===== config.mk =====
export PLATFORM = sky130hd
export DESIGN_NAME = lag_stats_bcd
export DESIGN_NICKNAME = d
export VERILOG_FILES = /design/src/rtl/lag_stats_bcd.sv
export SDC_FILE = /design/constraint.sdc
export NUM_CORES = 1
export LEC_CHECK = 0
export CAP_MARGIN = 20
export CORE_ASPECT_RATIO = 0.6
export CORE_MARGIN = 4
export CORE_UTILIZATION = 40
export DETAILED_ROUTE_END_ITERATION = 16
export PLACE_DENSITY = 0.58
export SLEW_MARGIN = 20
export SYNTH_ARGS = -nofsm -noshare
export SYNTH_HDL_FRONTEND = slang
export SYNTH_SLANG_ARGS = --single-unit

===== constraint.sdc =====
create_clock -name clock -period 12.6 [get_ports clock]
set_clock_uncertainty 0.05 [all_clocks]
set_input_delay 2.52 -clock clock [delete_from_list [all_inputs] [get_ports clock]]
set_output_delay 2.52 -clock clock [all_outputs]
set_load 0.05 [all_outputs]

===== src/rtl/lag_stats_bcd.sv =====
// Lag statistics collector: tracks cur/min/max/block-average of binary lag samples and
// publishes all four as 5-digit BCD through a sequential double-dabble engine.
module lag_stats_bcd #(
    parameter int AVG_LOG2 = 4,
    parameter int LAG_W    = 17
) (
    input  logic             clock,
    input  logic             reset,
    input  logic             lag_valid,
    input  logic [LAG_W-1:0] lag_value,
    input  logic             clear_stats,
    output logic [79:0]      bcdcount,
    output logic             bcd_update,
    output logic             busy
);

    localparam int SUM_W = LAG_W + AVG_LOG2;
    localparam int CNT_W = $clog2(LAG_W);
    localparam int DAB_W = 20 + LAG_W;
    localparam logic [CNT_W-1:0] LAST_BIT = CNT_W'(LAG_W - 1);
    localparam logic [LAG_W-1:0] CLAMP_V  = LAG_W'(99998);
    localparam logic [LAG_W-1:0] SENT_V   = LAG_W'(99999);
    localparam logic [79:0]      RESET_BCD = {20'h99999, 20'h00000, 20'h99999, 20'h99999};

    typedef enum logic [1:0] {IDLE, LATCH, CONV, PUBLISH} state_t;

    state_t state_q;

    // statistics registers
    logic [LAG_W-1:0]    cur_q, cur_d, min_q, min_d, max_q, max_d, avg_q, avg_d;
    logic                cur_valid_q, cur_valid_d, min_valid_q, min_valid_d;
    logic                avg_valid_q, avg_valid_d, pending_q, pending_d;
    logic [SUM_W-1:0]    sum_q, sum_d, sum_plus;
    logic [AVG_LOG2-1:0] win_cnt_q, win_cnt_d;
    logic [LAG_W-1:0]    sample_v;

    // conversion engine registers
    logic [LAG_W-1:0] snap_q [4];
    logic [19:0]      res_q  [4];
    logic [19:0]      dab_bcd_q;
    logic [LAG_W-1:0] dab_bin_q;
    logic [19:0]      bcd_adj;
    logic [DAB_W-1:0] dab_shift;
    logic [1:0]       idx_q;
    logic [CNT_W-1:0] bit_cnt_q;

    always_comb begin
        sample_v    = (lag_value > CLAMP_V) ? CLAMP_V : lag_value;
        cur_d       = cur_q;
        cur_valid_d = cur_valid_q;
        min_d       = min_q;
        min_valid_d = min_valid_q;
        max_d       = max_q;
        avg_d       = avg_q;
        avg_valid_d = avg_valid_q;
        sum_d       = sum_q;
        win_cnt_d   = win_cnt_q;
        sum_plus    = '0;
        // a clear coinciding with a sample makes that sample the first of the new session
        if (clear_stats) begin
            min_valid_d = 1'b0;
            max_d       = '0;
            avg_valid_d = 1'b0;
            sum_d       = '0;
            win_cnt_d   = '0;
        end
        if (lag_valid) begin
            cur_d       = sample_v;
            cur_valid_d = 1'b1;
            if (!min_valid_d || sample_v < min_d) begin
                min_d       = sample_v;
                min_valid_d = 1'b1;
            end
            if (sample_v > max_d) begin
                max_d = sample_v;
            end
            sum_plus = sum_d + SUM_W'(sample_v);
            if (win_cnt_d == '1) begin
                avg_d       = LAG_W'(sum_plus >> AVG_LOG2);
                avg_valid_d = 1'b1;
                sum_d       = '0;
                win_cnt_d   = '0;
            end else begin
                sum_d     = sum_plus;
                win_cnt_d = win_cnt_d + AVG_LOG2'(1);
            end
        end
        pending_d = lag_valid | clear_stats | (pending_q & (state_q != LATCH));
    end

    always_ff @(posedge clock) begin
        if (reset) begin
            cur_q       <= '0;
            cur_valid_q <= 1'b0;
            min_q       <= '0;
            min_valid_q <= 1'b0;
            max_q       <= '0;
            avg_q       <= '0;
            avg_valid_q <= 1'b0;
            sum_q       <= '0;
            win_cnt_q   <= '0;
            pending_q   <= 1'b0;
        end else begin
            cur_q       <= cur_d;
            cur_valid_q <= cur_valid_d;
            min_q       <= min_d;
            min_valid_q <= min_valid_d;
            max_q       <= max_d;
            avg_q       <= avg_d;
            avg_valid_q <= avg_valid_d;
            sum_q       <= sum_d;
            win_cnt_q   <= win_cnt_d;
            pending_q   <= pending_d;
        end
    end

    // add-3 on every nibble >= 5, then one left shift of {bcd, bin}
    generate
        for (genvar gi = 0; gi < 5; gi++) begin : g_adj
            assign bcd_adj[gi*4 +: 4] = (dab_bcd_q[gi*4 +: 4] >= 4'd5) ?
                                        dab_bcd_q[gi*4 +: 4] + 4'd3 : dab_bcd_q[gi*4 +: 4];
        end
    endgenerate

    assign dab_shift = {bcd_adj, dab_bin_q} << 1;
    assign busy      = (state_q != IDLE);

    always_ff @(posedge clock) begin
        if (reset) begin
            state_q    <= IDLE;
            bcdcount   <= RESET_BCD;
            bcd_update <= 1'b0;
            dab_bcd_q  <= '0;
            dab_bin_q  <= '0;
            idx_q      <= '0;
            bit_cnt_q  <= '0;
            for (int i = 0; i < 4; i++) begin
                snap_q[i] <= '0;
                res_q[i]  <= '0;
            end
        end else begin
            bcd_update <= 1'b0;
            case (state_q)
                IDLE: begin
                    if (pending_q) state_q <= LATCH;
                end
                LATCH: begin
                    // invalid values convert the binary sentinel, which keeps the cycle count fixed
                    snap_q[0] <= cur_valid_q ? cur_q : SENT_V;
                    snap_q[1] <= min_valid_q ? min_q : SENT_V;
                    snap_q[2] <= max_q;
                    snap_q[3] <= avg_valid_q ? avg_q : SENT_V;
                    dab_bcd_q <= '0;
                    dab_bin_q <= cur_valid_q ? cur_q : SENT_V;
                    idx_q     <= '0;
                    bit_cnt_q <= '0;
                    state_q   <= CONV;
                end
                CONV: begin
                    dab_bcd_q <= dab_shift[LAG_W +: 20];
                    dab_bin_q <= dab_shift[LAG_W-1:0];
                    if (bit_cnt_q == LAST_BIT) begin
                        res_q[idx_q] <= dab_shift[LAG_W +: 20];
                        bit_cnt_q    <= '0;
                        if (idx_q == 2'd3) begin
                            state_q <= PUBLISH;
                        end else begin
                            idx_q     <= idx_q + 2'd1;
                            dab_bcd_q <= '0;
                            dab_bin_q <= snap_q[idx_q + 2'd1];
                        end
                    end else begin
                        bit_cnt_q <= bit_cnt_q + CNT_W'(1);
                    end
                end
                PUBLISH: begin
                    bcdcount   <= {res_q[3], res_q[2], res_q[1], res_q[0]};
                    bcd_update <= 1'b1;
                    state_q    <= pending_q ? LATCH : IDLE;
                end
                default: state_q <= IDLE;
            endcase
        end
    end

endmodule


Yosys cells after proc, flatten, opt, wreduce, memory -nomap -nowiden
Memories as Yosys holds them, arrays and structs flattened. A register that Yosys moved wholly into a read port is not among the register bits.
Cells that the tools add are included.
{"block": "classes", "n_addsub": 9, "n_mul": 0, "div": 0, "magnitude_cmp": 8, "eq_ne": 11, "n_shift": 0, "n_mux": 57, "n_bitwise": 7, "reduce_logical": 10}
{"op": "$mux W17", "n": 13}
{"op": "$mux W21", "n": 3}
{"op": "$mux W20", "n": 3}
{"op": "$pmux W20 S2", "n": 1}
{"op": "$pmux W17 S2", "n": 1}
{"op": "$mux W4", "n": 7}
{"op": "$add A21 B17 Y21", "n": 1}
{"op": "$ge A4 B3 Y1 const B", "n": 5}
{"op": "$reduce_or A20 Y1", "n": 1}
{"op": "$mux W1", "n": 18}
{"op": "$gt A17 B17 Y1", "n": 1}
{"op": "$gt A17 B17 Y1 const B", "n": 1}
{"op": "$lt A17 B17 Y1", "n": 1}
{"op": "$add A4 B2 Y4 const B", "n": 4}
{"op": "$mux W2", "n": 6}
{"op": "$pmux W5 S2", "n": 1}
{"op": "$ne A2 B2 Y1 const B", "n": 4}
{"op": "$pmux W2 S4", "n": 1}
{"op": "$eq A2 B2 Y1 const B", "n": 3}
{"op": "$or A1 B1 Y1", "n": 6}
{"op": "$reduce_and A3 Y1", "n": 2}
{"op": "$add A5 B1 Y5 const B", "n": 1}
{"op": "$eq A5 B5 Y1 const B", "n": 1}
{"op": "$mux W5", "n": 1}
{"op": "14 further kinds", "n": 16}
{"block": "word_totals", "regBits": 144, "latch_bits": 0, "mem_bits_rw": 148, "romBits": 0, "inputBits": 21, "memories": 2}
{"name": "res_q", "depth": 4, "word_bits": 20, "read_ports": 4, "rd_ports_with_merged_regs": 4, "wr": 4, "line": "39", "rtl": "logic [19:0] res_q [4];"}
{"name": "snap_q", "depth": 4, "word_bits": 17, "read_ports": 1, "rd_ports_with_merged_regs": 0, "wr": 4, "line": "38", "rtl": "logic [LAG_W-1:0] snap_q [4];"}

Depth between registers and ports, before layout
{"block": "logic_depth", "ltp_word": 7, "ltp_mapped": 16, "mapped_depth_nobuf": 13}

Least setup slack after synthesis
OpenSTA, ideal clock, no wires.
{"block": "synth_path", "path_kind": "input port to flip-flop", "from": "in lag_value[11]", "to": "reg max_q[13]", "arrival_time_ps": 6020, "setup_slack_ps": 6465, "path_stages": 13, "n_path_buf": 1, "cell_sequence": "or4_4 > or4_1 > o22ai_2 > nand2b_1 > ha_1 > a21o_1 > a21o_1 > a221oi_1 > a21oi_1 > o211ai_1 > clkbuf_1 > mux2_2 > nor2_1"}
{"block": "synth_via", "elab_chain_cells": 5}
{"element": "start, declared", "line": "10", "rtl": "input logic [LAG_W-1:0] lag_value,"}
{"element": "$gt A17 B17 Y1", "line": "48", "rtl": "sample_v = (lag_value > CLAMP_V) ? CLAMP_V : lag_value;"}
{"element": "$mux W17", "line": "48"}
{"element": "named net sample_v[10]", "line": "35", "rtl": "logic [LAG_W-1:0] sample_v;"}
{"element": "$gt A17 B17 Y1", "line": "74", "rtl": "if (sample_v > max_d) begin"}
{"element": "$mux W17", "line": "74"}
{"element": "$mux W17", "line": "67", "rtl": "if (lag_valid) begin"}
{"element": "end signal, assigned", "line": "108", "rtl": "max_q <= max_d;"}
{"element": "end, declared", "line": "30", "rtl": "logic [LAG_W-1:0] cur_q, cur_d, min_q, min_d, max_q, max_d, avg_q, avg_d;"}
The timed path passes the listed nets, and every way through them passes these cells.
A chain may end at the register's enable or synchronous reset.

Final worst setup path
{"block": "layout_path", "from": "in lag_value[16]", "to": "reg min_q[13]"}
{"block": "layout_via", "elab_chain_cells": 5}
{"element": "$gt A17 B17 Y1", "line": "48"}
{"element": "$mux W17", "line": "48"}
{"element": "named net sample_v[9]", "line": "35"}
{"element": "$lt A17 B17 Y1", "line": "70", "rtl": "if (!min_valid_d || sample_v < min_d) begin"}
{"element": "$logic_or A1 B1 Y1", "line": "70"}
{"element": "$reduce_and A2 Y1 (no line)"}
{"element": "end signal, assigned", "line": "106", "rtl": "min_q <= min_d;"}
{"element": "end, declared", "line": "30"}
The timed path passes the listed nets, and every way through them passes these cells.

==> impl_metrics.yaml <==
sta:
  hold_violations: 0
  final.setup.tns_ns: 0
  slew_headroom: 0.252
  setup_violations: 0
  post-route-period-util: 0.563
  drv_slew: 0
  min_period_ns: 7.09
  rsz0062_at_grt: "no"
  fmax_ghz: 0.141
  worst_pin_slew_ns: 1.12
worst_setup_path:
  cp_slowest_cell: "a32o_1"
  crit_fanout: 17
  path_cells: "clkdlybuf4s50_1 > nand4_1 > or4_1 > o22ai_2 > nand2b_1 > ha_1 > nand3_1 > nor3_1 > and2_1 > a2111oi_0 > a32o_1 > mux2i_1 > nor2_1"
  path_buf_inv: 1
  endpoint_kind: "flip-flop"
  arrival_ns: 7.43
  crit_path_max_incr_delay_ns: 1.00
  cp-start-kind: "primary input"
  crit_family: "compound AO/OA/AOI/OAI gates"
  critPathRequiredTime_ns: 12.94
  worstSetupPathType: "primary input to flip-flop"
global_routing:
  grt_start_max_net_pins: 143
  grt_pass1_wl_mm: 71.3
  grt_overflow: 0
  antenna_found_initial: 2
  grt_pass1_vias: 11900
  track_usage: 0.199
yosys:
  syn-cell-area_um2: 16900
  ys_warn_count: 0
  synth-main-ff-cell: "dfxtp_1"
  yosys_register_bits: 372
  async_reset_ff_frac: 0
  ys_types: 68
  synth_nets: 1762
  synth_edf_count: 148
  synthCells: 1671
  syn_area_per_cell_um2: 10.1
  synth-seq-area-share: 0.528
route:
  drc_errors: 0
  route.vias.total: 12400
  routed_via_density: 5.33
  wire_per_inst_um: 19.6
  first_iter_violations: 1099
  drtAntennaViolNets: 0
  drt-total-wl_mm: 45.7
  first_pass_iters: 5
pwr:
  max-vdd-ir-drop_mv: 0.0811
  total_leakage_power_nw: 7.32
  power_density_nw_per_um2: 171
floorplanning:
  rows: 58
  initial_core_util: 0.404
  coreArea_um2: 41800
  die_y_um: 167
  die_area_um2: 45700
  pin_count: 103
  die_w_um: 273
cells_and_area:
  area_growth_pct: 16.9
  post-route-cell-area_um2: 19800
  final_common_cell: "nor2_1"
  most-common-layout-cells: "291 x nor2_1, 224 x dfxtp_1, 148 x edfxtp_1, 118 x a21oi_1, 111 x nand2_1"
  finalNetCount: 1819
  drive_above_1_share: 0.0705
clocking:
  clock_path_buffers: 3
  cts_resized: 0
  ctsHoldBuffers: 0
  cts-buffers-inserted: 38
  ctsHtreeMaxLevel: 2
  clkTransAtPathRegs_ns: 0.06
  clk_latency_ns: 0.54
  post-cts-setup-buffer-count: 0
  cts-root-buf: "clkbuf_16"
  clock-sinks: 372
  cts_tree: "yes"
place:
  place_area_um2: 18400
  hpwl_mm: 31.1
  gp_congestion: 0.884
  numPortBuffers: 102
run:
  maxCapViolations: 0
outcome:
  outcome: "finished, final reports clean"
min_path:
  hold_class: "flip-flop to flip-flop"
==> final cells by class <==
| type | count | area, um2 |
|---|---|---|
| Fill cell | 3929 | 22000 |
| Sequential cell | 372 | 8930 |
| Multi-Input combinational cell | 1125 | 7320 |
| Timing Repair Buffer | 123 | 1200 |
| Clock buffer | 54 | 1120 |
| Tap cell | 570 | 713 |
| Inverter | 68 | 255 |
| Clock inverter | 16 | 210 |
| Antenna cell | 2 | 5.00 |
==> sequential cells by signal, indices dropped and copies added, names as in the netlist, 2 cells and up <==
name and cells:
avg_q 17, bcdcount 80, bit_cnt_q 5, cur_q 17, dab_bcd_q 20, dab_bin_q 17, idx_q 2, max_q 17
min_q 17, res_q 80, snap_q 68, state_q 2, sum_q 21, win_cnt_q 4
==> where the power goes <==
group | total (mW) | switching, mW | internal (mW)
sequential | 1.46 | 0.0636 | 1.40
clock | 1.20 | 0.478 | 0.727
combinational | 0.715 | 0.470 | 0.245
==> worst reg2reg max path, stage by stage (launching register included) <==
cell and delay, ns:
dfxtp_1 0.35, inv_1 0.16, ha_1 0.16, buf_4 0.41, nand3b_1 0.52, nor2_1 0.22, nand2_1 0.54, nand2b_1 0.71
buf_4 0.33
==> routing by layer <==
layer,global-route usage,wire [um]
met5,0,0
met4,0.0328,563
met3,0.0556,3740
met2,0.270,17700
met1,0.315,23700
==> metrics by stage <==
stage	hold WS, ns	instances	setup WS, ns	power, mW	utilization
after floorplan	0.367	1671	6.46	1.98	-
after CTS	0.403	2327	5.56	3.42	0.472
final	0.402	2330	5.51	3.38	0.473
after detailed placement	0.392	2257	5.01	2.20	0.440
after global placement	0.383	2257	5.14	2.19	0.440
after global routing	0.427	2328	5.22	3.54	0.473
==> synthesized netlist by cell type (3+ instances only) <==
cell type | count | share of area
nor4_1 | 5 | 0.0019
xnor2_1 | 21 | 0.011
nor2_1 | 291 | 0.065
nand2_1 | 111 | 0.025
buf_1 | 8 | 0.0018
a22oi_1 | 8 | 0.0036
nor3b_1 | 21 | 0.0093
nand3b_1 | 4 | 0.0018
nand2b_1 | 29 | 0.011
and3_1 | 25 | 0.0093
clkbuf_1 | 93 | 0.021
or4_1 | 4 | 0.0018
o21ai_0 | 29 | 0.0086
o31ai_1 | 3 | 0.0013
dfxtp_1 | 224 | 0.27
a21o_1 | 11 | 0.0049
mux4_2 | 17 | 0.023
nor2b_1 | 62 | 0.023
xor2_1 | 4 | 0.0021
a22o_1 | 7 | 0.0036
edfxtp_1 | 148 | 0.26
nand4b_1 | 3 | 0.0016
a211oi_1 | 25 | 0.011
mux2i_1 | 84 | 0.050
a21oi_1 | 118 | 0.035
and2_1 | 22 | 0.0081
inv_1 | 67 | 0.015
nand4_1 | 7 | 0.0026
nand3_1 | 21 | 0.0062
mux2_2 | 12 | 0.0080
o41ai_1 | 3 | 0.0016
a211o_1 | 34 | 0.018
or3_1 | 4 | 0.0015
ha_1 | 69 | 0.051
a311oi_1 | 10 | 0.0052
o211ai_1 | 4 | 0.0018
nor3_1 | 21 | 0.0062
==> logic make-up (layout without fill, tap and decap cells) <==
group | Yosys count | after routing | share of synthesized area
and+or+nand+nor | 640 | 640 | 0.179
DFF | 372 | 372 | 0.528
AOI/OAI and AO/OA | 277 | 277 | 0.107
buffers and inverters | 174 | 261 | 0.0399
muxes | 113 | 113 | 0.0804
adders and majority gates | 70 | 70 | 0.0522
xor gates and xnor gates | 25 | 25 | 0.0130
other | 0 | 2 | 0
==> path summary, 6_finish.rpt <==
check | startpoint | endpoint | slack, ns | cells after the start
worst max-delay path | lag_value[16] | min_q[13] | 5.51 | 13
worst min-delay path | avg_q[5] | avg_q[5] | 0.40 | 2
worst max register to register | state_q[0] | res_q[1][3] | 8.84 | 8
worst min register to register | avg_q[5] | avg_q[5] | 0.40 | 2
Power figures use the tool's default switching activity.
